### src/rtl/tile_ram_arbiter.sv
// Single-port arbiter for the 80x30 text/tile RAM: video fetch > clear-screen engine > CPU.
// Video reads return after a fixed one-cycle latency; the CPU is acked one cycle after its grant.
module tile_ram_arbiter #(
  parameter int          COLS       = 80,
  parameter int          ROWS       = 30,
  parameter int          ADDR_W     = 12,
  parameter logic [15:0] CLEAR_WORD = 16'h0020
) (
  input  logic              clk,
  input  logic              reset,
  input  logic              vid_req,
  input  logic [ADDR_W-1:0] vid_addr,
  output logic              vid_valid,
  output logic [15:0]       vid_rdata,
  input  logic              cpu_req,
  input  logic              cpu_we,
  input  logic [ADDR_W-1:0] cpu_addr,
  input  logic [15:0]       cpu_wdata,
  output logic              cpu_ack,
  output logic [15:0]       cpu_rdata,
  input  logic              clr_start,
  output logic              clr_busy,
  output logic [ADDR_W-1:0] ram_addr,
  output logic              ram_we,
  output logic [15:0]       ram_din,
  input  logic [15:0]       ram_dout
);

  localparam int                TOTAL    = COLS * ROWS;
  localparam logic [ADDR_W:0]   TOTAL_W  = (ADDR_W + 1)'(TOTAL);
  localparam logic [ADDR_W-1:0] LAST_PTR = ADDR_W'(TOTAL - 1);
  localparam logic [ADDR_W-1:0] PTR_ONE  = ADDR_W'(1);

  typedef enum logic [0:0] {IDLE, CLEAR} clr_state_t;

  clr_state_t        state, state_next;
  logic [ADDR_W-1:0] ptr, ptr_next;
  logic [ADDR_W-1:0] addr_hold;
  logic              grant_vid, grant_clr, grant_cpu;
  logic              vld_p1, vid_ok_p1, ack_p1, cpu_rd_p1;

  function automatic logic in_range(input logic [ADDR_W-1:0] a);
    return {1'b0, a} < TOTAL_W;
  endfunction

  assign clr_busy = (state == CLEAR);

  // Grants are suppressed while reset is held so nothing reaches the RAM mid-reset.
  always_comb begin
    grant_vid = !reset && vid_req;
    grant_clr = !reset && !vid_req && clr_busy;
    grant_cpu = !reset && !vid_req && !clr_busy && cpu_req && !ack_p1;
  end

  // Stage p0: RAM port mux for the winning requester
  always_comb begin
    ram_addr = reset ? '0 : addr_hold;
    ram_we   = 1'b0;
    ram_din  = '0;
    if (grant_vid) begin
      ram_addr = vid_addr;
    end else if (grant_clr) begin
      ram_addr = ptr;
      ram_we   = 1'b1;
      ram_din  = CLEAR_WORD;
    end else if (grant_cpu) begin
      ram_addr = cpu_addr;
      ram_we   = cpu_we && in_range(cpu_addr);
      ram_din  = cpu_wdata;
    end
  end

  // Stage p1: read data returns from the RAM; qualify it for video and CPU
  always_ff @(posedge clk) begin
    if (reset) begin
      vld_p1    <= 1'b0;
      vid_ok_p1 <= 1'b0;
      ack_p1    <= 1'b0;
      cpu_rd_p1 <= 1'b0;
      addr_hold <= '0;
    end else begin
      vld_p1    <= grant_vid;
      vid_ok_p1 <= grant_vid && in_range(vid_addr);
      ack_p1    <= grant_cpu;
      cpu_rd_p1 <= grant_cpu && !cpu_we && in_range(cpu_addr);
      if (grant_vid || grant_clr || grant_cpu)
        addr_hold <= ram_addr;
    end
  end

  assign vid_valid = vld_p1;
  assign vid_rdata = vid_ok_p1 ? ram_dout : '0;
  assign cpu_ack   = ack_p1;
  assign cpu_rdata = cpu_rd_p1 ? ram_dout : '0;

  always_ff @(posedge clk) begin
    if (reset) begin
      state <= IDLE;
      ptr   <= '0;
    end else begin
      state <= state_next;
      ptr   <= ptr_next;
    end
  end

  // The pointer only moves on cycles the clear actually owns the port.
  always_comb begin
    state_next = state;
    ptr_next   = ptr;
    case (state)
      IDLE: begin
        if (clr_start) begin
          state_next = CLEAR;
          ptr_next   = '0;
        end
      end
      CLEAR: begin
        if (grant_clr) begin
          if (ptr == LAST_PTR) begin
            state_next = IDLE;
            ptr_next   = '0;
          end else begin
            ptr_next = ptr + PTR_ONE;
          end
        end
      end
      default: state_next = IDLE;
    endcase
  end

endmodule

### config.mk
export PLATFORM = sky130hd
export DESIGN_NAME = tile_ram_arbiter
export DESIGN_NICKNAME = d
export VERILOG_FILES = /design/src/rtl/tile_ram_arbiter.sv
export SDC_FILE = /design/constraint.sdc
export NUM_CORES = 1
export LEC_CHECK = 0
export CAP_MARGIN = 20
export CORE_ASPECT_RATIO = 1.4
export CORE_MARGIN = 4
export CORE_UTILIZATION = 36
export DETAILED_ROUTE_END_ITERATION = 6
export GPL_ROUTABILITY_DRIVEN = 0
export MAX_ROUTING_LAYER = met4
export PLACE_DENSITY_LB_ADDON = 0.15
export SYNTH_ARGS = -nofsm -noshare
export SYNTH_HDL_FRONTEND = slang
export SYNTH_SLANG_ARGS = --single-unit
### constraint.sdc
create_clock -name clk -period 2.35 [get_ports clk]
set_input_delay 0.3525 -clock clk [delete_from_list [all_inputs] [get_ports clk]]
set_output_delay 0.3525 -clock clk [all_outputs]
set_load 0.05 [all_outputs]
# --- After elaboration in Yosys (flattened, before gate mapping) ---
# Index checks and enable logic that the tools add are counted.
word_totals:
  reg_bits: 29
  output_inout_bits: 64
  inputBits: 62
op_classes:
  bitwise_logic: 1
  n_lt_le_gt_ge: 2
  n_eq_ne: 3
  add_sub_neg: 1
  n_mux: 20
  n_reduce_logical: 18
ops:
  columns: ["op", "n"]
  rows:
  - ["12-bit 2-to-1 mux", 7]
  - ["16-bit 2-to-1 mux", 5]
  - ["12-bit < comparator, second input constant", 2]
  - ["12-bit case mux with 2 select lines", 1]
  - ["12-bit by 1-bit adder with 12-bit output, second input constant", 1]
  - ["12-bit == test, second input constant", 1]
  - ["1-bit logical AND", 10]
  - ["1-bit 2-to-1 mux", 6]
  - ["1-bit logical NOT", 5]
  - ["1-bit logical OR", 2]
  - ["2-bit by 1-bit != test with 1-bit output, second input constant", 1]
  - ["2-bit != test, second input constant", 1]
  - ["1-bit case mux with 2 select lines", 1]
  - ["2-bit AND reduction", 1]
  - ["1-bit NOT", 1]

# --- Depth between registers and ports, before layout ---
# Gate-level depths: netlist of the first run.
depth:
  word_depth: 8
  mapped_depth: 7

# --- Least setup slack after synthesis of the first run ---
# Ideal clock, no wire load.
synth_timing:
  path_type: "flip-flop to output port"
  startpoint: "register state (netlist: clr_busy)"
  endpoint: "output ram_addr[2]"
  path_slack_ns: -0.760
  arrival_ns: 2.758
  t_required_ns: 1.997
  stages_incl_launch_ff: 6
  cell_sequence: "dfxtp_1 nor4b_4 and2b_2 buf_4 a211oi_1 o31ai_1"
synth_via:
  elab_chain_cells: 7
  elab_cells_between_ends: 8
  classes_between: "3 x mux; 5 x reduce/logical"
synth_rtl:
  columns: ["item", "line_no", "rtl"]
  rows:
  - ["from (decl)", "36", "clr_state_t state, state_next;"]
  - ["from (signal assigned)", "101", "state <= state_next;"]
  - ["1-bit logical NOT", "52", "grant_cpu = !reset && !vid_req && !clr_busy && cpu_req && !ack_p1;"]
  - ["1-bit logical AND (3 in series)", "52", null]
  - ["12-bit 2-to-1 mux", "66", "end else if (grant_cpu) begin"]
  - ["12-bit 2-to-1 mux *", "62", "end else if (grant_clr) begin"]
  - ["12-bit 2-to-1 mux *", "60", "if (grant_vid) begin"]
  - ["to (decl)", "23", "output logic [ADDR_W-1:0] ram_addr,"]
# Mark *: on every way between the ends. The rest lies on a longest branch, timed or not.

# --- Worst setup path in the final report of the first run ---
layout_timing:
  startpoint: "register ack_p1 (netlist: cpu_ack)"
  endpoint: "output ram_addr[10]"
layout_via:
  elab_chain_cells: 5
layout_rtl:
  columns: ["item", "line_no", "rtl"]
  rows:
  - ["from (decl)", "40", "logic vld_p1, vid_ok_p1, ack_p1, cpu_rd_p1;"]
  - ["from (signal assigned)", "84", "ack_p1 <= grant_cpu;"]
  - ["1-bit logical NOT", "52", null]
  - ["1-bit logical AND", "52", null]
  - ["12-bit 2-to-1 mux", "66", null]
  - ["12-bit 2-to-1 mux", "62", null]
  - ["12-bit 2-to-1 mux", "60", null]
# Every way passes these cells.

==> impl_metrics.ini, run 1 <==
[global_routing]
grt_resource_usage_total = 0.2223
global_route.peak_usage_layer = met2
grt_first_pass_wirelength_um = 11310
first_global_vias = 2221
antenna_violations_before_repair = 0
grt_use_met2 = 0.4251
grt_start_max_net_pins = 35
grtUsageMet3 = 0.05538
globalRouteOverflowTotal = 0
grt_use_met1 = 0.2235

[clock_tree]
max-clock-path-buffers = 2
worst_skew_pair.late_latency_ns = 0.29
clockRootBuffer = clkbuf_8
tritoncts = done
cts_buffers = 5
path_clk_slew_ns = 0.07
numClockSinks = 29
cts_hold_repair.buffers = 0
number_of_h_tree_levels = 2

[timing]
timing.final.setup_violations = 0
fin_setup_tns_ns = 0
final_max_slew_viol_count = 0
skew_ns = 0.007208
share_of_the_clock_period_used_by_the_worst_path = 0.9604
worst_hold_check_slack_ns = 0.5164
max_freq_mhz = 443.1
timing.final.hold_violations = 0
final_critical_path_setup_slack_ns = 0.09309
worst_slew_slack_as_a_fraction_of_its_limit = 0.6221
post-route-min-period_ns = 2.257
worstMarginPinSlew_ns = 0.5648
rsz0062_at_grt = true

[synthesis]
synth-edff-count = 0
synth.avg_cell_area_um2 = 8.154
ys_async_sr_fraction = 0
synthesis.instances = 236
synth_top_flop_cell = dfxtp_1
synthesized_nets = 299
ys_types = 45
cell_area_synth_um2 = 1924
yosysWarnings = 0
synth_sequential_area_ratio = 0.3017
ys_seq_elements = 29

[cells_and_area]
final_layout_size_suffix_gt1_frac = 0.3150
finalNetCount = 443
n_diodes = 0
stdcell_count = 447
area_overhead_of_the_layout_relative_to_synthesis_pct = 102.9
postLayoutCoreUtil = 0.7511
final_area_um2 = 3904
final.fill_count = 413

[critical_path]
worst_setup_path_end_kind = output pin
crit_path_cell_chain = nor4b_4 > and2b_2 > buf_12 > a221o_1 > a32o_2 > buf_12
slowest_stage = dfxtp_1
start_kind = flip-flop
required_ns = 2.00
timing.critical_path.mode_cell = buf_12
timing_worst_setup_path_type = flip-flop to output pin
path_max_fanout = 8
slowest_delay_ns = 0.38
critPathArrivalTime_ns = 1.90

[floorplan]
core_um2 = 5197
placementRows = 31
io_pins = 126
die-height_um = 94.51
die_area_um2 = 6596
die_width_um = 69.79
start_util = 0.3702

[placed_design]
placement.io_buffers = 125
placement.cell_area_um2 = 3737
placed_cells = 437
hpwlAfterDp_um = 6004
pre_cts_setup_slack_ns = -0.1543

[hold_path]
timing.hold.worst.class = flip-flop to flip-flop

[detailed_routing]
detailed_router_iteration_count_before_antenna_repair = 6
vias_per_cell = 5.260
antenna_violating_nets_post_route = 0
route.detailed.drc = 0
routedWlPerCell_um = 16.41
detailroute.via_count = 2351
detailedRoute.firstIterationViolations = 76
drt-total-wl_um = 7335

[power_and_ir_drop]
pwr_density_cell_nw_per_um2 = 438.3
total_power_mw = 1.711
power.leakage_nw = 1.659
max-vdd-ir-drop_uv = 400.6

[run]
cap_violations = 0

[outcome]
status = complete, no violations
[registers in the layout, summed over array words and instances (netlist names)]
name,flops
addr_hold,12
ptr,12
clr_busy,1
cpu_ack,1
cpu_rd_p1,1
vid_ok_p1,1
vid_valid,1
[path summary, 6_finish.rpt]
check                        from                   end  slack [ns]  cells past startpoint
max            cpu_ack$_SDFF_PP0_          ram_addr[10]        0.09                      6
min          ptr[10]$_SDFFE_PP0P_  ptr[10]$_SDFFE_PP0P_        0.52                      1
max reg2reg   clr_busy$_SDFF_PP0_   ptr[6]$_SDFFE_PP0P_        0.58                      7
min reg2reg  ptr[10]$_SDFFE_PP0P_  ptr[10]$_SDFFE_PP0P_        0.52                      1
[cells in the final DEF, fill, tap and decap left out, drive strengths merged, types with 3 or more instances in the layout]
cell type      netlist  final
a211oi               8      8
a21o                 4      4
a21oi                5      5
a221o                4      4
a22o                 5      5
a31oi                4      4
a32o                 8      8
and2                47     47
and3                 3      3
buf                  5     90
clkbuf              12      7
clkdlybuf4s50        0     61
dfxtp               29     29
nand2               19     19
nand2b               5      5
nand3                3      3
nor2                16     16
nor2b                5      5
nor3                 3      3
nor3b                9      9
o21ai                4      4
o31ai               17     17
[kinds of logic after synthesis]
family / share of synthesized area
buffers and inverters: 0.04291
xor gates and xnor gates: 0.004552
adders and majority gates: 0.006501
and+or+nand+nor: 0.3713
DFF: 0.3017
AOI/OAI and AO/OA: 0.2672
muxes: 0.005851
[final cells by class]
class / instances / area [um^2] / share of cell area
Clock buffer: 7 / 86.33 / 0.02212
Clock inverter: 1 / 30.03 / 0.007692
Inverter: 1 / 3.754 / 0.0009615
Multi-Input combinational cell: 189 / 1401 / 0.3590
Sequential cell: 29 / 581.8 / 0.1490
Tap cell: 66 / 82.58 / 0.02115
Timing Repair Buffer: 154 / 1718 / 0.4401
[routing by layer]
metal,vias to the layer above,routed length (um),share of wire
met5,-,0,0
met4,0,78,0.011
met3,7,488,0.067
met2,90,4072,0.56
met1,1095,2695,0.37
li1,1159,-,-
[cell usage after synthesis, types with 4 or more instances]
cell      instances  area (um^2)
a211oi_1          5        37.54
clkbuf_1         12        45.04
dfxtp_1          29        580.6
nor2b_1           5        31.28
o21ai_1           4        20.02
o31ai_1          17        127.6
a32o_1            8        80.08
nand2_1          19        71.32
a21oi_1           5        25.02
a21o_1            4        30.03
a22o_1            5        43.79
nor3b_1           8        60.06
a31oi_1           4        25.02
and2_1           47        294.0
nor2_1           15        56.30
nand2b_1          5        31.28
a221o_1           4        40.04
[timing repair]
action                                  in CTS  in global routing
endpoints found under the setup margin      28                  3
pin swaps                                    5                  0
buffers inserted                             2                  0
gates resized for setup                      7                  3
cloned                                       0                  0
[worst max-delay path, delay by kind of cell, from the launching register on]
family / cells / cell delay, ns
buffers and inverters: 2 / 0.29
flip-flops: 1 / 0.38
AND/OR/NAND/NOR: 2 / 0.30
AO/OA/AOI/OAI: 2 / 0.65
[power by group]
group	total, mW	internal [mW]	leakage (nW)	switching [mW]
Combinational	0.644	0.325	1.36	0.319
Sequential	0.529	0.517	0.238	0.0118
Clock	0.538	0.345	0.0585	0.193
(Power assumes the default switching activity.)
==> run 2, diff against run 1 <==
--- a/config.mk
+++ b/config.mk
@@ -10,7 +10,7 @@
 export CORE_MARGIN = 4
 export CORE_UTILIZATION = 36
 export DETAILED_ROUTE_END_ITERATION = 6
-export GPL_ROUTABILITY_DRIVEN = 0
+export GPL_ROUTABILITY_DRIVEN = 1
 export MAX_ROUTING_LAYER = met4
 export PLACE_DENSITY_LB_ADDON = 0.15
 export SYNTH_ARGS = -nofsm -noshare
==> results of run 2 <==
Same layout as run 1: the final DEF is identical, and so are final timing and power.
==> run 3, diff against run 2 <==
--- a/config.mk
+++ b/config.mk
@@ -11,6 +11,7 @@
 export CORE_UTILIZATION = 36
 export DETAILED_ROUTE_END_ITERATION = 6
 export GPL_ROUTABILITY_DRIVEN = 1
+export HOLD_SLACK_MARGIN = 0.02
 export MAX_ROUTING_LAYER = met4
 export PLACE_DENSITY_LB_ADDON = 0.15
 export SYNTH_ARGS = -nofsm -noshare
==> results of run 3 <==
Same layout as run 1: the final DEF is identical, and so are final timing and power.
